===== src/rtl/sram_arbiter_pkg.sv =====
// Shared bus defines and arbiter types used by the SRAM arbiter and its slot sub-module.
`ifndef SRAM_ARBITER_BUS_DEFINES
`define SRAM_ARBITER_BUS_DEFINES
`define BUS_WIDTH      32
`define BUS_ACC_WIDTH  2
`define BUS_ACC_1B     2'b00
`define BUS_ACC_2B     2'b01
`define BUS_ACC_4B     2'b10
`define SRAM_VA_WIDTH  19
`endif

package sram_arbiter_pkg;

    typedef enum logic [0:0] {
        ST_IDLE = 1'b0,
        ST_WAIT = 1'b1
    } arb_state_t;

    localparam logic M0 = 1'b0;
    localparam logic M1 = 1'b1;

    // Tie-break: round-robin hands the grant to the master that did not win last.
    function automatic logic arb_pick(input logic i_c0, input logic i_c1,
                                      input logic i_rr, input logic i_last);
        logic w_win;
        if (i_c0 && i_c1) begin
            w_win = i_rr ? ~i_last : M1;
        end else if (i_c1) begin
            w_win = M1;
        end else begin
            w_win = M0;
        end
        return w_win;
    endfunction

endpackage


===== src/rtl/sram_arbiter_slot.sv =====
// Single-entry pending-request capture register for one master.
module sram_arb_slot
    import sram_arbiter_pkg::*;
#(
    parameter int AW = `SRAM_VA_WIDTH
) (
    input  logic                      clk,
    input  logic                      rst,
    input  logic                      i_req,
    input  logic                      i_load,
    input  logic                      i_clr,
    input  logic [AW-1:0]             i_addr,
    input  logic                      i_w_rb,
    input  logic [`BUS_ACC_WIDTH-1:0] i_acc,
    input  logic [`BUS_WIDTH-1:0]     i_wdata,
    output logic                      o_full,
    output logic                      o_drop,
    output logic [AW-1:0]             o_addr,
    output logic                      o_w_rb,
    output logic [`BUS_ACC_WIDTH-1:0] o_acc,
    output logic [`BUS_WIDTH-1:0]     o_wdata
);

    logic                      r_full;
    logic [AW-1:0]             r_addr;
    logic                      r_w_rb;
    logic [`BUS_ACC_WIDTH-1:0] r_acc;
    logic [`BUS_WIDTH-1:0]     r_wdata;

    // Clear wins over load; fields are only written when a request is parked.
    always_ff @(posedge clk or posedge rst) begin
        if (rst) begin
            r_full  <= 1'b0;
            r_addr  <= '0;
            r_w_rb  <= 1'b0;
            r_acc   <= '0;
            r_wdata <= '0;
        end else if (i_clr) begin
            r_full  <= 1'b0;
        end else if (i_load) begin
            r_full  <= 1'b1;
            r_addr  <= i_addr;
            r_w_rb  <= i_w_rb;
            r_acc   <= i_acc;
            r_wdata <= i_wdata;
        end else begin
            r_full  <= r_full;
        end
    end

    assign o_full  = r_full;
    assign o_drop  = i_req & r_full;
    assign o_addr  = r_addr;
    assign o_w_rb  = r_w_rb;
    assign o_acc   = r_acc;
    assign o_wdata = r_wdata;

endmodule


===== src/rtl/sram_arbiter.sv =====
// Two-master arbiter in front of a single-outstanding SRAM controller user interface.
module sram_arbiter
    import sram_arbiter_pkg::*;
#(
    parameter int AW = `SRAM_VA_WIDTH,
    parameter int RR = 1
) (
    input  logic                      clk,
    input  logic                      rst,
    input  logic [AW-1:0]             m0_addr,
    input  logic [AW-1:0]             m1_addr,
    input  logic                      m0_w_rb,
    input  logic                      m1_w_rb,
    input  logic [`BUS_ACC_WIDTH-1:0] m0_acc,
    input  logic [`BUS_ACC_WIDTH-1:0] m1_acc,
    input  logic [`BUS_WIDTH-1:0]     m0_wdata,
    input  logic [`BUS_WIDTH-1:0]     m1_wdata,
    input  logic                      m0_req,
    input  logic                      m1_req,
    output logic                      m0_resp,
    output logic                      m1_resp,
    output logic                      m0_fault,
    output logic                      m1_fault,
    output logic [`BUS_WIDTH-1:0]     m_rdata,
    output logic [AW-1:0]             s_addr,
    output logic                      s_w_rb,
    output logic [`BUS_ACC_WIDTH-1:0] s_acc,
    output logic [`BUS_WIDTH-1:0]     s_wdata,
    output logic                      s_req,
    input  logic [`BUS_WIDTH-1:0]     s_rdata,
    input  logic                      s_resp,
    input  logic                      s_fault
);

    arb_state_t r_state, w_state_nxt;
    logic       r_owner, w_owner_nxt;
    logic       r_last, w_last_nxt;
    logic       r_boot;

    logic [1:0] w_req, w_drop, w_busy, w_viol, w_live, w_cand, w_full, w_load, w_clr;
    logic       w_in_wait, w_issue, w_win;

    logic [AW-1:0]             w_in_addr   [2];
    logic                      w_in_w_rb   [2];
    logic [`BUS_ACC_WIDTH-1:0] w_in_acc    [2];
    logic [`BUS_WIDTH-1:0]     w_in_wdata  [2];
    logic [AW-1:0]             w_slot_addr [2];
    logic                      w_slot_w_rb [2];
    logic [`BUS_ACC_WIDTH-1:0] w_slot_acc  [2];
    logic [`BUS_WIDTH-1:0]     w_slot_wdata[2];

    assign w_req         = {m1_req, m0_req};
    assign w_in_addr[0]  = m0_addr;
    assign w_in_addr[1]  = m1_addr;
    assign w_in_w_rb[0]  = m0_w_rb;
    assign w_in_w_rb[1]  = m1_w_rb;
    assign w_in_acc[0]   = m0_acc;
    assign w_in_acc[1]   = m1_acc;
    assign w_in_wdata[0] = m0_wdata;
    assign w_in_wdata[1] = m1_wdata;

    for (genvar g = 0; g < 2; g++) begin : g_slot
        sram_arb_slot #(.AW(AW)) u_slot (
            .clk     (clk),
            .rst     (rst),
            .i_req   (w_req[g]),
            .i_load  (w_load[g]),
            .i_clr   (w_clr[g]),
            .i_addr  (w_in_addr[g]),
            .i_w_rb  (w_in_w_rb[g]),
            .i_acc   (w_in_acc[g]),
            .i_wdata (w_in_wdata[g]),
            .o_full  (w_full[g]),
            .o_drop  (w_drop[g]),
            .o_addr  (w_slot_addr[g]),
            .o_w_rb  (w_slot_w_rb[g]),
            .o_acc   (w_slot_acc[g]),
            .o_wdata (w_slot_wdata[g])
        );
    end

    // A master completing this cycle may already request its next access.
    always_comb begin
        w_in_wait       = (r_state == ST_WAIT);
        w_busy          = 2'b00;
        w_busy[r_owner] = w_in_wait && !s_resp;
        w_viol          = w_drop | (w_req & w_busy);
        w_live          = w_req & ~w_viol;
        w_cand          = w_full | w_live;
        w_issue         = !rst && !r_boot && (!w_in_wait || s_resp) && (w_cand != 2'b00);
        w_win           = arb_pick(w_cand[0], w_cand[1], (RR != 0), r_last);
        w_load          = w_live;
        w_clr           = 2'b00;
        if (w_issue) begin
            w_load[w_win] = 1'b0;
            w_clr[w_win]  = 1'b1;
        end else begin
            w_clr = 2'b00;
        end
    end

    // Winner's parked request takes precedence over whatever is on its live inputs.
    always_comb begin
        s_req   = w_issue;
        s_addr  = '0;
        s_w_rb  = 1'b0;
        s_acc   = '0;
        s_wdata = '0;
        if (w_issue) begin
            if (w_full[w_win]) begin
                s_addr  = w_slot_addr[w_win];
                s_w_rb  = w_slot_w_rb[w_win];
                s_acc   = w_slot_acc[w_win];
                s_wdata = w_slot_wdata[w_win];
            end else begin
                s_addr  = w_in_addr[w_win];
                s_w_rb  = w_in_w_rb[w_win];
                s_acc   = w_in_acc[w_win];
                s_wdata = w_in_wdata[w_win];
            end
        end else begin
            s_req = 1'b0;
        end
    end

    assign m0_fault = !rst && (w_viol[0] || (w_issue && s_fault && (w_win == M0)));
    assign m1_fault = !rst && (w_viol[1] || (w_issue && s_fault && (w_win == M1)));
    assign m0_resp  = !rst && w_in_wait && s_resp && (r_owner == M0);
    assign m1_resp  = !rst && w_in_wait && s_resp && (r_owner == M1);
    assign m_rdata  = rst ? '0 : s_rdata;

    // A rejected issue keeps the FSM where it was unless the outstanding access also completed.
    always_comb begin
        w_state_nxt = r_state;
        w_owner_nxt = r_owner;
        w_last_nxt  = r_last;
        if (w_issue) begin
            w_last_nxt = w_win;
            if (!s_fault) begin
                w_state_nxt = ST_WAIT;
                w_owner_nxt = w_win;
            end else if (w_in_wait && s_resp) begin
                w_state_nxt = ST_IDLE;
            end else begin
                w_state_nxt = r_state;
            end
        end else if (w_in_wait && s_resp) begin
            w_state_nxt = ST_IDLE;
        end else begin
            w_state_nxt = r_state;
        end
    end

    // State, owner, last grant and the post-reset issue blocker.
    always_ff @(posedge clk or posedge rst) begin
        if (rst) begin
            r_state <= ST_IDLE;
            r_owner <= M0;
            r_last  <= M1;
            r_boot  <= 1'b1;
        end else begin
            r_state <= w_state_nxt;
            r_owner <= w_owner_nxt;
            r_last  <= w_last_nxt;
            r_boot  <= 1'b0;
        end
    end

endmodule


===== config.mk =====
export PLATFORM = sky130hd
export DESIGN_NAME = sram_arbiter
export DESIGN_NICKNAME = d
export VERILOG_FILES = /design/src/rtl/sram_arbiter_pkg.sv /design/src/rtl/sram_arbiter_slot.sv /design/src/rtl/sram_arbiter.sv
export SDC_FILE = /design/constraint.sdc
export NUM_CORES = 1
export LEC_CHECK = 0
export BUFFER_PORTS_ARGS = -buffer_cell sky130_fd_sc_hd__buf_2
export CAP_MARGIN = 40
export CORE_MARGIN = 3
export CORE_UTILIZATION = 45
export DETAILED_ROUTE_END_ITERATION = 6
export PLACE_DENSITY = 0.81
export SLEW_MARGIN = 15
export SYNTH_ARGS = -nofsm -noshare
export SYNTH_HDL_FRONTEND = slang
export SYNTH_SLANG_ARGS = --single-unit

===== constraint.sdc =====
create_clock -name clk -period 4.14 [get_ports clk]
set_clock_uncertainty 0.2 [all_clocks]
set_input_delay 0.828 -clock clk [delete_from_list [all_inputs] [get_ports clk]]
set_output_delay 0.828 -clock clk [all_outputs]
set_load 0.01 [all_outputs]

==> impl_metrics.json, run 1 <==
{
  "worst_slew_pin_slew_ps": 674,
  "power.leakage_uw": 0.00429,
  "antenna_found_initial": 2,
  "synth_cell_type_count": 38,
  "vias": 5362,
  "fmax_ghz": 0.258,
  "tritoncts": "built",
  "synth_nets": 711,
  "dp_cells": 956,
  "ir_worst_vdd_uv": 303,
  "drcViolationCount": 0,
  "rsz0062_at_grt": "no",
  "core_um2": 14000,
  "die_area_um2": 15900,
  "period_minus_slack_ps": 3870,
  "fin_cells": 990,
  "finalCritPeriodShare_pct": 93.5,
  "ios": 237,
  "rows": 43,
  "path_class": "input pin to output port",
  "slew_headroom_pct": 53.9,
  "syn_area_um2": 6490,
  "synthDominantCellAreaShare_pct": 43.2,
  "grt.total_usage_pct": 22.3,
  "cts_buffers": 17,
  "ys_seq_elements": 114,
  "syn_to_final_growth_pct": 29.9,
  "drv_slew": 0,
  "first_pass_iters": 4,
  "ant_nets": 0,
  "die_w_um": 126,
  "finalSetupTns_ps": 0,
  "synth_cells": 565,
  "crit_arrival_ps": 2840,
  "syn_area_per_cell_um2": 11.5,
  "grt_overflow_total": 0,
  "drv_cap": 0,
  "grt_max_degree": 52,
  "postCtsHoldBufs": 0,
  "synth_area_leaders": "dfrtp_1, mux2_4, mux2_2",
  "grt_pass1_vias": 5407,
  "status": "complete, no violations",
  "crit_fanout": 14,
  "grt_pass1_wl_mm": 28.1,
  "clk_pin_slew_ps": 50,
  "cts_num_sinks": 114,
  "htree_num_levels": 4,
  "p_per_area_nw_per_um2": 630,
  "numPortBuffers": 236,
  "yosysTopAreaCell": "dfrtp_1",
  "wire_per_inst_um": 18.0,
  "drt_iter0_markers": 299,
  "ys.warnings.count": 0,
  "cp.required_ps": 3110,
  "chipHeight_um": 126,
  "yosysSeqAreaShare_pct": 44.0,
  "endpoint_kind": "output port",
  "hp-class": "register to register",
  "drive_gt1_share_pct": 50.4,
  "hold_viol": 0,
  "routed_wl_mm": 17.8,
  "clk_path_buf_depth": 2,
  "setup_violations": 0,
  "worstSkewPairLatency_ps": 420,
  "routed_via_density": 5.42,
  "post_cts_buffers": 0,
  "initial_utilization_pct": 46.4,
  "ctsResizeCount": 0,
  "root_buffer": "clkbuf_16",
  "dp_hpwl_mm": 12.8,
  "critPathLaunchType": "input pin",
  "gp_congestion": 0.856,
  "fin_nets": 941
}
-- flip-flops by register name (all words and copies together) (netlist names) --
| signal | cells |
|---|---|
| g_slot.u_slot.o_wdata | 64 |
| g_slot.u_slot.o_addr | 38 |
| g_slot.u_slot.o_acc | 4 |
| g_slot.u_slot.o_full | 2 |
| g_slot.u_slot.o_w_rb | 2 |
| r_boot | 1 |
| r_last | 1 |
| r_owner | 1 |
| r_state | 1 |
-- logic make-up (layout without fill, tap and decap cells) --
kind of cell	Yosys count	count (layout)	share of synthesized area, %
flops	114	114	44.0
mux	162	162	30.0
compound gates	74	74	9.39
simple gates	164	164	11.5
buf+inv	50	293	5.09
other cells	1	3	0.0578
-- layout make-up --
class	count	area [µm²]
Sequential cell	114	2860
Inverter	4	18.8
Tap cell	180	225
Fill cell	1169	5560
Clock buffer	21	470
Timing Repair Buffer	257	1420
Multi-Input combinational cell	401	3320
Clock inverter	11	110
Antenna cell	2	5.00
-- Yosys cell counts, drive strengths merged --
cell     instances
a2111oi         54
a211oi           1
a21o             2
a21oi            4
a31oi            1
a32oi            1
and2             2
buf             28
clkbuf          18
conb             1
dfrtp          112
dfstp            2
inv              4
mux2           108
mux2i           54
nand2            5
nand3            3
nand3b           1
nand4            1
nor2           114
nor2b           33
nor3             2
nor3b            1
o2111ai          1
o211a            2
o21a             2
o21ai            4
o31ai            2
or2b             1
or4b             1
-- layout by cell type (no fill, tap or decap), types with 3 or more instances in the layout --
| cell type | synthesis | routed |
|---|---|---|
| a2111oi_0 | 54 | 54 |
| a21oi_1 | 4 | 4 |
| buf_12 | 5 | 5 |
| buf_2 | 13 | 236 |
| buf_4 | 4 | 15 |
| clkbuf_16 | 0 | 17 |
| clkbuf_8 | 0 | 3 |
| clkinv_2 | 0 | 7 |
| clkinvlp_4 | 0 | 3 |
| dfrtp_1 | 112 | 112 |
| inv_1 | 4 | 3 |
| mux2_2 | 58 | 58 |
| mux2_4 | 50 | 50 |
| mux2i_1 | 54 | 54 |
| nand2_1 | 5 | 5 |
| nor2_1 | 114 | 114 |
| nor2b_1 | 32 | 32 |
| o21ai_0 | 3 | 3 |
-- worst max-delay path: stages --
cell	delay [ps]
buf_2	130
nand3b_1	190
a21o_1	280
nand2_1	110
buf_4	270
mux2i_1	120
a2111oi_0	660
buf_2	250
-- power by group --
part | leakage (µW) | switching, µW | internal, µW | total [µW]
logic | 0.00265 | 820 | 1080 | 1900
registers | 0.00134 | 304 | 1670 | 1980
clock network | 0.000288 | 506 | 923 | 1430
total | 0.00429 | 1630 | 3680 | 5310
-- metal layers --
| metal | vias to the layer above | global-route usage, % | wire (µm) |
|---|---|---|---|
| li1 | 2499 | - | - |
| met1 | 2665 | 28.9 | 7890 |
| met2 | 166 | 36.9 | 8740 |
| met3 | 32 | 4.75 | 881 |
| met4 | 0 | 7.95 | 331 |
| met5 | - | 0 | 0 |
-- metrics by stage --
step / area, µm² / total power [µW] / hold WS [ps] / util, % / setup slack, ps
finish: 8430 / 5310 / 299 / 60.3 / 270
global route: 8430 / 5640 / 310 / 60.3 / 102
CTS: 8420 / 5350 / 305 / 60.2 / 224
detailed placement: 7840 / 3890 / 293 / 56.1 / 345
global placement: 7790 / 3820 / 285 / 55.7 / 392
floorplan: 6490 / 3360 / 279 / - / 632
-- final timing paths --
kind | to | slack, ps | startpoint | cells past startpoint
worst max-delay path | s_wdata[27] | 270 | s_resp | 8
worst min-delay path | g_slot[1].u_slot.o_wdata[15] | 300 | g_slot[1].u_slot.o_wdata[15] | 1
worst max register to register | g_slot[1].u_slot.o_addr[10] | 1330 | r_state | 6
worst min register to register | g_slot[1].u_slot.o_wdata[15] | 300 | g_slot[1].u_slot.o_wdata[15] | 1
max in group asynchronous | r_last | 2410 | rst | 5
min in group asynchronous | g_slot[0].u_slot.o_addr[5] | 520 | rst | 3
Note: power is estimated with default switching activity, not from simulation.
==> run 2: changes to the inputs <==
Settings changed: CORE_UTILIZATION 45 to 46, PLACE_DENSITY 0.81 to 0.79.
Clock period 4.14 ns to 4.85 ns, I/O delays scaled along.
==> impl_metrics.json, run 2 (synthesis results as in run 1) <==
{
  "gp_congestion": 0.848,
  "slew_headroom_pct": 54.1,
  "cts_buffers": 17,
  "r2r_start": "r_state",
  "ctsResizeCount": 0,
  "routed_via_density": 5.42,
  "setup_violations": 0,
  "antenna_found_initial": 1,
  "post_cts_buffers": 0,
  "core_um2": 13500,
  "pre_cts_ws_ps": 645,
  "chipHeight_um": 125,
  "drive_gt1_share_pct": 50.1,
  "holdWs_ps": 301,
  "syn_to_final_growth_pct": 29.1,
  "htree_num_levels": 4,
  "finalCritPeriodShare_pct": 86.9,
  "first_pass_iters": 4,
  "endpoint_kind": "output port",
  "fmax_ghz": 0.237,
  "grt.total_usage_pct": 22.8,
  "drcViolationCount": 0,
  "initial_utilization_pct": 48.0,
  "die_area_um2": 15600,
  "total_power_uw": 4500,
  "period_minus_slack_ps": 4220,
  "ant_nets": 0,
  "hp-class": "register to register",
  "clk_path_buf_depth": 2,
  "numPortBuffers": 236,
  "hold_viol": 0,
  "crit_fanout": 18,
  "crit_start": "s_resp",
  "critPathLaunchType": "input pin",
  "cp.required_ps": 3680,
  "grt_max_degree": 61,
  "power.leakage_uw": 0.00426,
  "hold_start": "g_slot[1].u_slot.o_acc[0]",
  "layout_commonest_cell": "buf_2",
  "postCtsHoldBufs": 0,
  "root_buffer": "clkbuf_16",
  "fin_nets": 936,
  "clk_pin_slew_ps": 50,
  "dp_hpwl_mm": 12.5,
  "final_cell_mix": "buf_2, nor2_1, dfrtp_1, mux2_2",
  "vias": 5316,
  "ios": 237,
  "grt_pass1_vias": 5444,
  "rsz0062_at_grt": "no",
  "grt_overflow_total": 0,
  "grt_pass1_wl_mm": 28.8,
  "finalSetupTns_ps": 0,
  "crit_arrival_ps": 3050,
  "die_w_um": 125,
  "p_per_area_nw_per_um2": 537,
  "fin_cells": 980,
  "wire_per_inst_um": 18.2,
  "rows": 42,
  "timing.final.ws_setup_ps": 634,
  "cts_num_sinks": 114,
  "largest_reg_flops": 64,
  "routed_wl_mm": 17.9,
  "drv_cap": 0,
  "status": "complete, no violations",
  "worstSkewPairLatency_ps": 400,
  "drt_iter0_markers": 360,
  "worst_slew_pin_slew_ps": 689,
  "ir_worst_vdd_uv": 326,
  "path_class": "input pin to output port",
  "drv_slew": 0,
  "dp_cells": 947,
  "tritoncts": "built"
}
## run 2: metrics by stage
stage	utilization, %	instance area, µm²
finish	62.0	8370
global route	62.0	8370
CTS	62.0	8370
detailed placement	57.7	7790
global placement	57.4	7760
floorplan	-	6490
## run 2: path summary, 6_finish.rpt
path                                           endpoint  slack [ps]  depth (start not counted)
max                                         s_wdata[30]         630                          8
min                           g_slot[1].u_slot.o_acc[0]         300                          1
max reg2reg                g_slot[0].u_slot.o_wdata[16]        2160                          6
min reg2reg                   g_slot[1].u_slot.o_acc[0]         300                          1
max in group asynchronous                        r_boot        2880                          4
min in group asynchronous                       r_state         800                          3
## run 2: area by class of cell
class / instances / area [µm²]
diodes: 1 / 2.50
clock buffers: 23 / 508
clock inverters: 9 / 77.6
fillers: 1114 / 5130
inverters: 4 / 17.5
multi-input cells: 401 / 3320
flip-flops and latches: 114 / 2860
well taps: 176 / 220
repair buffers: 252 / 1370
## run 2: power breakdown
group	switching (µW)	internal, µW	total [µW]	leakage (µW)
logic	692	906	1600	0.00263
registers	272	1430	1700	0.00134
clock network	421	781	1200	0.000287
## run 2: per-layer routing
layer / share of wire, % / routed length [µm] / track usage [%] / vias to the layer above
met5: 0.073 / 13 / 0 / -
met3: 5.7 / 1020 / 5.15 / 22
met2: 48 / 8600 / 36.3 / 175
met1: 45 / 8020 / 31.1 / 2617
met4: 1.3 / 225 / 7.09 / 2
li1: - / - / - / 2500
## run 2: critical path, cell delays in order
cell,delay (ps)
buf_2,130
nand3b_1,170
a21o_1,270
nand2_1,260
buf_4,370
mux2i_1,130
a2111oi_0,500
buf_2,230
==> run 3: changes to the inputs <==
Settings changed: CORE_UTILIZATION 46 to 38, PLACE_DENSITY 0.79 to 0.68, SLEW_MARGIN 15 to 10.
Clock period 4.85 ns to 5.2 ns, I/O delays scaled along.
==> impl_metrics.json, run 3 (synthesis results as in run 1) <==
{
  "slew_headroom_pct": 41.9,
  "period_minus_slack_ps": 4670,
  "critPathLaunchType": "input pin",
  "multiInputGateArea_um2": 3320,
  "worst_slew_pin_slew_ps": 869,
  "grt_overflow_total": 0,
  "drcViolationCount": 0,
  "drv_slew": 0,
  "fin_nets": 942,
  "crit_arrival_ps": 3430,
  "initial_utilization_pct": 39.0,
  "htree_num_levels": 4,
  "path_cells": "buf_2 > nand3b_1 > a21o_1 > and2_2 > buf_4 > mux2i_1 > a2111oi_0 > buf_2",
  "hold_viol": 0,
  "hp-class": "register to register",
  "setup_violations": 0,
  "cp.buffers_inverters": 3,
  "drv_cap": 0,
  "root_buffer": "clkbuf_16",
  "power.leakage_uw": 0.00427,
  "status": "complete, no violations",
  "rows": 47,
  "ctsResizeCount": 0,
  "seq_area_um2": 2860,
  "gp_congestion": 0.759,
  "slowest_delay_ps": 600,
  "finalSetupTns_ps": 0,
  "postCtsHoldBufs": 0,
  "final_cell_mix": "buf_2, nor2_1, dfrtp_1, mux2_2",
  "fmax_ghz": 0.214,
  "grt_pass1_vias": 5231,
  "tritoncts": "built",
  "rsz0062_at_grt": "no",
  "layout_commonest_cell": "buf_2",
  "wire_per_inst_um": 18.0,
  "cts_num_sinks": 114,
  "worstSkewPairLatency_ps": 400,
  "cp_top_family": "compound AO/OA/AOI/OAI gates",
  "vias": 5265,
  "grt_max_degree": 50,
  "grt_pass1_wl_mm": 28.7,
  "routed_via_density": 5.12,
  "drive_gt1_share_pct": 49.7,
  "first_pass_iters": 5,
  "finalCritPeriodShare_pct": 89.8,
  "die_w_um": 137,
  "cp.required_ps": 3960,
  "core_um2": 16600,
  "chipHeight_um": 137,
  "endpoint_kind": "output port",
  "cts_buffers": 17,
  "numPortBuffers": 236,
  "grt.total_usage_pct": 19.8,
  "ant_nets": 0,
  "syn_to_final_growth_pct": 30.0,
  "antenna_found_initial": 0,
  "post_cts_buffers": 0,
  "fillers": 1491,
  "die_area_um2": 18700,
  "fin_util_pct": 50.7,
  "largest_reg_flops": 64,
  "clk_path_buf_depth": 2,
  "crit_fanout": 16,
  "routed_wl_mm": 18.6,
  "diodes": 0,
  "clk_pin_slew_ps": 50,
  "ios": 237,
  "cp_slowest_cell": "and2_2",
  "dp_hpwl_mm": 13.1,
  "path_class": "input pin to output port",
  "drt_iter0_markers": 238,
  "cpMostUsedCell": "buf_2",
  "ir_worst_vdd_uv": 222,
  "p_per_area_nw_per_um2": 497
}
==> run 3: cell count changes in the layout (fill, tap and decap cells not counted), moves of 2 or more <==
cell / before / now
buf_4: 11 / 18
clkbuf_1: 0 / 6
clkinv_2: 5 / 2
clkinvlp_4: 3 / 1
==> run 3: routing by layer <==
metal  wire length, µm  share of wire (%)  global-route usage, %  vias to the layer above
met1              8520                 46                   28.3                     2565
met5                 0                  0                      0                        -
met2              8730                 47                   30.1                      185
li1                  -                  -                      -                     2505
met4               165               0.89                   5.04                        0
met3              1160                6.2                   5.18                       10
==> run 3: final cells by class <==
cell class              count  share of cell area [%]
clock buffers              28                    6.12
clock inverters             4                   0.563
repair buffers            258                    16.6
multi-input cells         401                    39.4
well taps                 220                    3.26
inverters                   4                   0.208
flip-flops and latches    114                    33.8
==> run 3: metrics by stage <==
stage	hold slack [ps]	worst slack [ps]	area [µm²]	instances	total power (µW)
floorplan	279	535	6490	565	2670
global placement	287	751	7810	994	3060
detailed placement	292	607	7870	997	3100
CTS	303	592	8440	1029	4230
global route	312	462	8440	1029	4450
finish	301	531	8440	1029	4190
==> run 3: final timing paths <==
kind,startpoint,endpoint,slack (ps),depth (start not counted)
max,s_resp,s_addr[9],530,8
min,g_slot[1].u_slot.o_wdata[18],g_slot[1].u_slot.o_wdata[18],300,1
max reg2reg,r_state,g_slot[0].u_slot.o_w_rb,2490,6
min reg2reg,g_slot[1].u_slot.o_wdata[18],g_slot[1].u_slot.o_wdata[18],300,1
max in group asynchronous,rst,g_slot[1].u_slot.o_addr[17],3480,4
min in group asynchronous,rst,g_slot[0].u_slot.o_addr[5],690,3
==> run 3: where the power goes <==
part | switching, µW | total (µW) | internal (µW)
sequential | 246 | 1580 | 1330
combinational | 658 | 1510 | 855
clock | 380 | 1100 | 719
total | 1280 | 4190 | 2910
